--- config.mk ---
export PLATFORM = sky130hd
export DESIGN_NAME = reg_file_mp_flat
export DESIGN_NICKNAME = d
export VERILOG_FILES = /design/src/rtl/reg_file_pkg.sv /design/src/rtl/reg_file_mp_if.sv /design/src/rtl/reg_file_clear_fsm.sv /design/src/rtl/reg_file_mp.sv /design/src/flat_wrapper.sv
export SDC_FILE = /design/constraint.sdc
export NUM_CORES = 2
export LEC_CHECK = 0
export ABC_AREA = 0
export ABC_CLOCK_PERIOD_IN_PS = 4700
export BUFFER_PORTS_ARGS = -buffer_cell sky130_fd_sc_hd__buf_4
export CORE_UTILIZATION = 30
export CTS_CLUSTER_DIAMETER = 60
export DETAILED_ROUTE_END_ITERATION = 7
export PLACE_DENSITY = 0.42
export RECOVER_POWER = 50
export SYNTH_ARGS = -nofsm -noshare
export SYNTH_HDL_FRONTEND = slang
export SYNTH_SLANG_ARGS = --single-unit
--- constraint.sdc ---
create_clock -name clk -period 4.7 [get_ports clk]
set_input_delay 0.94 -clock clk [delete_from_list [all_inputs] [get_ports clk]]
set_output_delay 0.94 -clock clk [all_outputs]
set_load 0.03 [all_outputs]
--- src/rtl/reg_file_pkg.sv ---
// Shared types and helpers for the multi-port register file.
// The priority-select function is shared by the write-commit and bypass logic.
package reg_file_pkg;

    typedef enum logic {
        CLEAR = 1'b0,
        IDLE  = 1'b1
    } state_e;

    // Ceiling on port count and address width handled by prio_sel.
    // Narrower callers zero-extend their vectors up to these widths.
    localparam int MAX_WR   = 8;
    localparam int MAX_AB   = 16;
    localparam int IDX_BITS = $clog2(MAX_WR);

    typedef struct packed {
        logic                valid;
        logic [IDX_BITS-1:0] idx;
    } wr_sel_t;

    // Highest-index enabled port whose address equals addr.
    // The ascending scan lets later hits overwrite earlier ones.
    function automatic wr_sel_t prio_sel(
        input logic [MAX_WR-1:0]             wen,
        input logic [MAX_WR-1:0][MAX_AB-1:0] wa,
        input logic [MAX_AB-1:0]             addr
    );
        wr_sel_t sel;
        sel = '0;
        for (int p = 0; p < MAX_WR; p++) begin
            if (wen[p] && (wa[p] == addr)) begin
                sel.valid = 1'b1;
                sel.idx   = IDX_BITS'(p);
            end
        end
        return sel;
    endfunction

endpackage

--- src/rtl/reg_file_mp_if.sv ---
// Bundles the read/write port signals of reg_file_mp.
// The master side drives the ports; the register file is the slave.
interface reg_file_mp_if #(
    parameter int ADDR_BITS = 6,
    parameter int BITS      = 32,
    parameter int NUM_RD    = 2,
    parameter int NUM_WR    = 2
);

    logic                             clr_i;
    logic [NUM_WR-1:0]                wen_i;
    logic [NUM_WR-1:0][ADDR_BITS-1:0] wa_i;
    logic [NUM_WR-1:0][BITS-1:0]      wd_i;
    logic [NUM_RD-1:0][ADDR_BITS-1:0] ra_i;
    logic [NUM_RD-1:0][BITS-1:0]      rd_o;
    logic                             busy_o;
    logic                             wr_conflict_o;

    modport master (
        output clr_i, wen_i, wa_i, wd_i, ra_i,
        input  rd_o, busy_o, wr_conflict_o
    );

    modport slave (
        input  clr_i, wen_i, wa_i, wd_i, ra_i,
        output rd_o, busy_o, wr_conflict_o
    );

endinterface

--- src/rtl/reg_file_clear_fsm.sv ---
// Clear sequencer: walks every entry writing zero after reset or on request,
// then parks in IDLE until the next clear request.
module reg_file_clear_fsm
    import reg_file_pkg::*;
#(
    parameter int ADDR_BITS = 6
) (
    input  logic                 clk,
    input  logic                 rst,
    input  logic                 clr,
    output logic                 busy,
    output logic                 clr_we,
    output logic [ADDR_BITS-1:0] clr_addr
);

    state_e               state, state_nxt;
    logic [ADDR_BITS-1:0] cnt, cnt_nxt;

    // NOTE: sequential state uses non-blocking assignments only, so every
    // register samples the pre-edge value of every other register.
    always_ff @(posedge clk) begin
        if (rst) begin
            state <= CLEAR;
            cnt   <= '0;
        end else begin
            state <= state_nxt;
            cnt   <= cnt_nxt;
        end
    end

    // NOTE: every combinational output gets a default before the case so no
    // path can leave it unassigned and infer a latch.
    always_comb begin
        state_nxt = state;
        cnt_nxt   = cnt;
        unique case (state)
            CLEAR: begin
                cnt_nxt = cnt + 1'b1;
                if (&cnt) begin
                    state_nxt = IDLE;
                end
            end
            IDLE: begin
                if (clr) begin
                    state_nxt = CLEAR;
                    cnt_nxt   = '0;
                end
            end
            default: begin
                state_nxt = CLEAR;
                cnt_nxt   = '0;
            end
        endcase
    end

    always_comb begin
        busy     = (state == CLEAR);
        clr_we   = (state == CLEAR);
        clr_addr = cnt;
    end

endmodule

--- src/rtl/reg_file_mp.sv ---
// Multi-port register file with prioritised writes, optional write-to-read
// bypass, optional hardwired zero entry and a hardware clear sequencer.
module reg_file_mp
    import reg_file_pkg::*;
#(
    parameter int ADDR_BITS = 6,
    parameter int BITS      = 32,
    parameter int NUM_RD    = 2,
    parameter int NUM_WR    = 2,
    parameter int ZERO_REG  = 1,
    parameter int BYPASS    = 1
) (
    input  logic         clk,
    input  logic         rst,
    reg_file_mp_if.slave bus
);

    localparam int DEPTH = 1 << ADDR_BITS;

    logic                 busy;
    logic                 clr_we;
    logic [ADDR_BITS-1:0] clr_addr;

    reg_file_clear_fsm #(
        .ADDR_BITS (ADDR_BITS)
    ) u_clear_fsm (
        .clk      (clk),
        .rst      (rst),
        .clr      (bus.clr_i),
        .busy     (busy),
        .clr_we   (clr_we),
        .clr_addr (clr_addr)
    );

    // Effective enables: nothing is accepted while clearing, and writes to
    // the zero entry are dropped before they can win, bypass or conflict.
    logic [MAX_WR-1:0]             wen_x;
    logic [MAX_WR-1:0][MAX_AB-1:0] wa_x;

    always_comb begin
        wen_x = '0;
        wa_x  = '0;
        for (int p = 0; p < NUM_WR; p++) begin
            wa_x[p]  = MAX_AB'(bus.wa_i[p]);
            wen_x[p] = bus.wen_i[p] && !busy &&
                       !((ZERO_REG != 0) && (bus.wa_i[p] == '0));
        end
    end

    // A port commits only if it is the priority winner for its own address,
    // so the committing ports always target distinct entries.
    logic [NUM_WR-1:0] win;

    always_comb begin
        wr_sel_t sel;
        sel = '0;
        win = '0;
        for (int p = 0; p < NUM_WR; p++) begin
            sel    = prio_sel(wen_x, wa_x, wa_x[p]);
            win[p] = wen_x[p] && (sel.idx == IDX_BITS'(p));
        end
    end

    // An enabled port that lost arbitration implies a shared address.
    logic conflict_q;

    always_ff @(posedge clk) begin
        if (rst) begin
            conflict_q <= 1'b0;
        end else begin
            conflict_q <= |(wen_x[NUM_WR-1:0] & ~win);
        end
    end

    logic [BITS-1:0] mem [DEPTH];

    // NOTE: the storage array has no reset branch; the clear sequencer zeroes
    // it one entry per cycle, which keeps it mappable to plain RAM/flops.
    always_ff @(posedge clk) begin
        if (clr_we) begin
            mem[clr_addr] <= '0;
        end else begin
            for (int p = 0; p < NUM_WR; p++) begin
                if (win[p]) begin
                    mem[bus.wa_i[p]] <= bus.wd_i[p];
                end
            end
        end
    end

    logic [NUM_RD-1:0][BITS-1:0] rd;

    always_comb begin
        wr_sel_t sel;
        sel = '0;
        rd  = '0;
        for (int r = 0; r < NUM_RD; r++) begin
            sel = prio_sel(wen_x, wa_x, MAX_AB'(bus.ra_i[r]));
            if (!busy && !((ZERO_REG != 0) && (bus.ra_i[r] == '0))) begin
                rd[r] = mem[bus.ra_i[r]];
                if ((BYPASS != 0) && sel.valid) begin
                    for (int p = 0; p < NUM_WR; p++) begin
                        if (sel.idx == IDX_BITS'(p)) begin
                            rd[r] = bus.wd_i[p];
                        end
                    end
                end
            end
        end
    end

    assign bus.rd_o          = rd;
    assign bus.busy_o        = busy;
    assign bus.wr_conflict_o = conflict_q;

endmodule

--- src/flat_wrapper.sv ---
// flat-port wrapper written by rule: the top's interface ports become plain ports
module reg_file_mp_flat import reg_file_pkg::*;
#(
    parameter int ADDR_BITS = 6,
    parameter int BITS      = 32,
    parameter int NUM_RD    = 2,
    parameter int NUM_WR    = 2,
    parameter int ZERO_REG  = 1,
    parameter int BYPASS    = 1
)
  (clk, rst, bus_clr_i, bus_wen_i, bus_wa_i, bus_wd_i, bus_ra_i, bus_rd_o, bus_busy_o, bus_wr_conflict_o);
  reg_file_mp_if #(.ADDR_BITS(ADDR_BITS), .BITS(BITS), .NUM_RD(NUM_RD), .NUM_WR(NUM_WR)) bus_i ();
  input  logic clk;
  input  logic rst;
  input wire logic [$bits(bus_i.clr_i)-1:0] bus_clr_i;
  input wire logic [$bits(bus_i.wen_i)-1:0] bus_wen_i;
  input wire logic [$bits(bus_i.wa_i)-1:0] bus_wa_i;
  input wire logic [$bits(bus_i.wd_i)-1:0] bus_wd_i;
  input wire logic [$bits(bus_i.ra_i)-1:0] bus_ra_i;
  output wire logic [$bits(bus_i.rd_o)-1:0] bus_rd_o;
  output wire logic [$bits(bus_i.busy_o)-1:0] bus_busy_o;
  output wire logic [$bits(bus_i.wr_conflict_o)-1:0] bus_wr_conflict_o;
  assign bus_i.clr_i = bus_clr_i;
  assign bus_i.wen_i = bus_wen_i;
  assign bus_i.wa_i = bus_wa_i;
  assign bus_i.wd_i = bus_wd_i;
  assign bus_i.ra_i = bus_ra_i;
  assign bus_rd_o = bus_i.rd_o;
  assign bus_busy_o = bus_i.busy_o;
  assign bus_wr_conflict_o = bus_i.wr_conflict_o;
  reg_file_mp #(.ADDR_BITS(ADDR_BITS), .BITS(BITS), .NUM_RD(NUM_RD), .NUM_WR(NUM_WR), .ZERO_REG(ZERO_REG), .BYPASS(BYPASS)) u_core (.clk(clk), .rst(rst), .bus(bus_i));
endmodule
Yosys cells after proc, flatten, opt, wreduce, memory -nomap -nowiden
Memories as Yosys holds them, arrays and structs flattened.
Index checks and enable logic that the tools add are counted.

storage, ports and cells
  bits in registers = 8
  latch bits = 0
  RAM bits = 2048
  bits in read-only memories = 0
  output and inout bits = 66
  word-level logic and storage cells = 73
  memories = 1

cells by class
  add/subtract/negate cells = 1
  multiply operators = 0
  divide/modulo/power cells = 0
  $lt $le $gt $ge = 0
  equal/unequal tests = 9
  shifts and indexed selects = 0
  multiplexer cells = 29
  bitwise gates (word level) = 3
  reductions and logical operators = 27

memories
  name        words  width  read ports  clocked after memory_dff  wr ports  line               RTL
  u_core.mem  64     32     2           0                         2         reg_file_mp.sv:75  logic [BITS-1:0] mem [DEPTH];

operators with widths
  operator                                              count
  2-to-1 mux 32 bit                                     9
  OR reduction 32 bit                                   1
  equality test 6 bit                                   5
  zero test 6 bit                                       4
  2-to-1 mux 4 bit                                      4
  logical AND 1 bit                                     13
  2-to-1 mux 6 bit                                      2
  one-hot mux 6 bit (2 select lines)                    1
  2-to-1 mux 1 bit                                      10
  equality test 3 x 1 -> 1 bit (second input constant)  3
  zero test 3 bit                                       3
  adder 6 x 1 -> 6 bit (second input constant)          1
  2-to-1 mux 3 bit                                      2
  AND reduction 6 bit                                   1
  zero test 1 bit                                       4
  AND 2 bit                                             1
  != test 2 bit (second input constant)                 1
  NOT 2 bit                                             1
  one-hot mux 1 bit (2 select lines)                    1
  OR reduction 2 bit                                    1
  NOT 1 bit                                             1

Longest topological paths before layout
  depth in word-level cells = 12
  mapped depth = 11
  gate-level depth less buffers = 6

Cells and area by module
A second synthesis with hierarchy kept.

second synthesis, totals
  cells, all modules = 10365
  area, all modules = 118712.6 µm²

modules (own cells, without submodules)
  module              times used  cells an instance  area each (µm²)
  reg_file_mp         1           10325              118373.5
  reg_file_clear_fsm  1           40                 339.1

Least setup slack after synthesis
Ideal clock, no wire load.

  path kind = input to register
  from = input port bus_wa_i[6]
  to = memory u_core.mem[36][0], enable pin
  setup time = 433 ps
  data arrival time = 4122 ps
  slack = 145 ps
  cell stages on the path = 10
  path through = buf_6 -> xor2_1 -> nor4_2 -> nand4_2 -> and2_1 -> buf_6 -> buf_6 -> buf_6 -> mux2i_4 -> o22ai_1

RTL lines
  element             line                RTL
  start: declaration  flat_wrapper.sv:17  input wire logic [$bits(bus_i.wa_i)-1:0] bus_wa_i;
  end: declaration    reg_file_mp.sv:75

Final worst setup path
  from = input port bus_ra_i[6]
  to = output port bus_rd_o[55]

between the ends
  word-level cells in the longest chain between the ends = 8

RTL lines
  element                                                                       line                RTL
  start: declaration                                                            flat_wrapper.sv:19  input wire logic [$bits(bus_i.ra_i)-1:0] bus_ra_i;
  parallel branches: the longest is 7 deep, another holds memory (64 x 32 bit)  -
  2-to-1 mux 32 bit *                                                           reg_file_mp.sv:99   if (!busy && !((ZERO_REG != 0) && (bus.ra_i[r] == '0))) begin
  end: declaration                                                              flat_wrapper.sv:20  output wire logic [$bits(bus_i.rd_o)-1:0] bus_rd_o;

Every way passes the cells marked *.

==> flow_metrics.py <==
metrics = {
    "outcome": {
        "status": "complete, but fails checks",
        "violations": "capacitance limit, slew limit, setup timing",
    },
    "pwr": {
        "p_comb_frac": 0.103,
        "ir_drop_mv": 0.284,
        "sw_frac_of_total": 0.258,
        "power_switching_uw": 11700,
        "p_seq_frac": 0.444,
        "power_frac_clock": 0.454,
        "power_density_nw_per_um2": 320,
        "power.internal_uw": 33500,
        "leakage_uw": 0.0454,
    },
    "cells_and_area": {
        "fin_area_um2": 141000,
        "synthToLayoutAreaGrowth_pct": 19.7,
        "drive_gt1_frac": 0.251,
        "final_nets": 10400,
        "mostFrequentLayoutCells": "nand2_1, edfxtp_1, o21ai_0",
        "layout_commonest_cell": "nand2_1",
    },
    "place": {
        "dpl-instance-area_um2": 132000,
        "post-place-ws_ns": -1.07,
        "dpl.hpwl_um": 397000,
        "io_buffers": 158,
        "place_congestion": 1.04,
    },
    "route": {
        "vias": 96800,
        "drc": 0,
        "wl_per_cell_um": 39.6,
        "drt-pass1-iter-count": 7,
        "routed_wl_um": 622000,
        "drt-initial-drc-count": 15600,
        "ant_nets": 0,
        "vias_per_cell": 6.16,
    },
    "setup_path": {
        "rr_startpoint": "u_core.u_clear_fsm.state",
        "critPathCaptureType": "primary output",
        "crit_required_ns": 3.76,
        "slowest_delay_ns": 0.81,
        "crit_path_frequent_cell": "buf_4",
        "cp_max_fo": 10,
        "cp_cell_sequence": "buf_16 > buf_16 > buf_4 > buf_12 > buf_4 > mux4_2 > o22ai_1 > nor3_1 > a21oi_4 > buf_4 > o211ai_1 > buf_4",
        "cp.arrival_ns": 3.88,
        "crit_type": "input port to primary output",
        "cp_slowest_cell": "nor3_1",
        "crit_path_start": "bus_ra_i[6]",
        "rr_worst_depth": 6,
        "worst_setup_path_start_kind": "input port",
    },
    "synth": {
        "syn-num-nets": 10200,
        "async_flop_share": 0,
        "synth_top_area_frac": 0.523,
        "ys.flop_type": "edfxtp_1",
        "synth_area_leaders": "edfxtp_1, mux4_2, o21ai_0, nand2_1, mux2i_1",
        "syn_inst": 10100,
        "synth_top_cell_by_area": "edfxtp_1",
        "ys_seq_area_frac": 0.524,
        "synth_edf_count": 2048,
        "ys_warn_count": 0,
        "yosys.cell_types.count": 68,
        "ys_ff_latch": 2056,
        "synth.avg_cell_area_um2": 11.6,
        "netlist_area_um2": 118000,
    },
    "sta": {
        "clock.fmax_ghz": 0.208,
        "fin_crit_ns": 4.82,
        "layout_setup_ws_ns": -0.118,
        "setup_viol": 21,
        "fin_worst_skew_ns": 0.0283,
        "finalHoldViolCount": 0,
        "tightest_slew_ns": 2.39,
        "finalMaxSlewViolations": 1453,
        "period_share": 1.03,
        "holdWs_ns": 0.362,
        "slew_headroom": -0.593,
    },
    "floorplan": {
        "start_util": 0.302,
        "die_h_um": 628,
        "dieArea_um2": 395000,
        "core_area_um2": 390000,
        "die_x_um": 628,
        "rows": 229,
        "io_pins": 159,
    },
    "hold_path": {
        "hold_start": "rst",
        "holdPathStages": 2,
        "worst_hold_path_type": "input port to register",
    },
    "global_routing": {
        "gr-total-overflow": 0,
        "grt_start_max_net_pins": 65,
        "grt_pass1_vias": 90000,
        "antenna_found_initial": 53,
        "track_usage": 0.305,
        "grt_pass1_wl_um": 821000,
    },
    "clock_tree": {
        "ctsLongestPathBuffers": 4,
        "clock-sinks": 2056,
        "htreeDepth": 5,
        "cts-buffers-inserted": 263,
        "clk_pin_slew_ns": 0.05,
        "cts_tree": "yes",
        "ctsHoldBuffers": 0,
        "cts-root-buf": "clkbuf_16",
        "clock_latency_ns": 0.95,
    },
    "job": {
        "drv_cap": 37,
    },
}
state kept, by name, indices dropped and copies added (netlist names):
name / cells
u_core.mem: 2048
u_core.u_clear_fsm.clr_addr: 6
u_core.bus.wr_conflict_o: 1
u_core.u_clear_fsm.state: 1
power groups by stage:
stage / clock network (µW) / registers (µW) / logic, µW
floorplan: 0 / 20400 / 1950
global placement: 0 / 20400 / 4310
detailed placement: 0 / 20400 / 4320
CTS: 20700 / 20000 / 4410
global route: 21300 / 20000 / 4630
finish: 20500 / 20000 / 4630
through the flow:
| stage | setup TNS, ns | utilization | cells | power [µW] |
|---|---|---|---|---|
| after floorplan | 0 | - | 10100 | 22300 |
| after global placement | -13.20 | 0.339 | 15200 | 24700 |
| after detailed placement | -10.36 | 0.339 | 15200 | 24700 |
| after CTS | -0.0395 | 0.362 | 15700 | 45100 |
| after global routing | -0.00580 | 0.362 | 15700 | 46000 |
| final | -0.762 | 0.362 | 15700 | 45200 |
cells in the mapped netlist (3+ instances only):
library cell,n
nand2b_1,10
o211ai_1,35
buf_4,10
inv_1,38
dfxtp_1,8
xnor2_1,20
a311oi_1,3
nor3_1,50
buf_2,225
buf_6,6
and4b_1,3
clkbuf_1,928
o21ai_0,2051
nor4bb_1,3
a31oi_1,13
nand3b_1,4
and2_1,10
a31oi_4,6
nand2_1,2193
clkbuf_2,59
a2111oi_0,20
o22ai_1,155
mux4_2,885
a32oi_2,9
xor2_1,10
a211oi_1,3
a32oi_1,6
nor2_1,138
o221ai_1,67
nor2_2,3
or4_1,3
nand3_1,79
buf_1,24
a21oi_1,147
and3_1,4
nor4_1,5
nor2b_1,16
mux2i_1,392
edfxtp_1,2048
nand2_2,22
a22oi_1,372
nand4_1,25
repair_timing:
item,CTS,global route
endpoints found under the hold margin,0,0
endpoints found under the setup margin,39,43
pin swaps,5,12
cloned,3,6
resized for setup,90,64
buffers inserted,13,25
routing by layer:
metal,GRT usage,wire (µm),vias up
met5,0,54,-
met4,0.189,47100,8
met3,0.0734,66900,1400
met2,0.463,272000,6651
met1,0.393,236000,49700
li1,-,-,39000
worst max-delay path: cells and delay by family:
kind | cells | cell delay [ns]
buffers and inverters | 7 | 1.25
AND/OR/NAND/NOR | 1 | 0.81
AO/OA/AOI/OAI | 3 | 0.52
multiplexers | 1 | 0.32
cell type report:
class                           count  area (µm²)
Multi-Input combinational cell   6791       52700
Tap cell                         5197        6500
Inverter                           41         155
Timing Repair Buffer             1141       11500
Sequential cell                  2056       61700
Clock buffer                      324        7040
Fill cell                       37700      249000
Antenna cell                       27        67.6
Clock inverter                    139        1350
worst paths after layout:
kind | to | slack, ns
setup reg to reg | u_core.mem[9][28] | 0.17
hold reg to reg | u_core.u_clear_fsm.clr_addr[4] | 0.63
hold / removal | u_core.u_clear_fsm.state | 0.36
setup / recovery | bus_rd_o[55] | -0.12
logic make-up after synthesis:
logic type               share of synthesized area
AO/OA/AOI/OAI                                0.139
AND/OR/NAND/NOR                             0.0869
flip-flops                                   0.524
buffers and inverters                       0.0450
multiplexers                                 0.203
XOR/XNOR                                   0.00223
adder cells (fa/ha/maj)                   0.000106
Note: power is estimated with default switching activity, not from simulation.
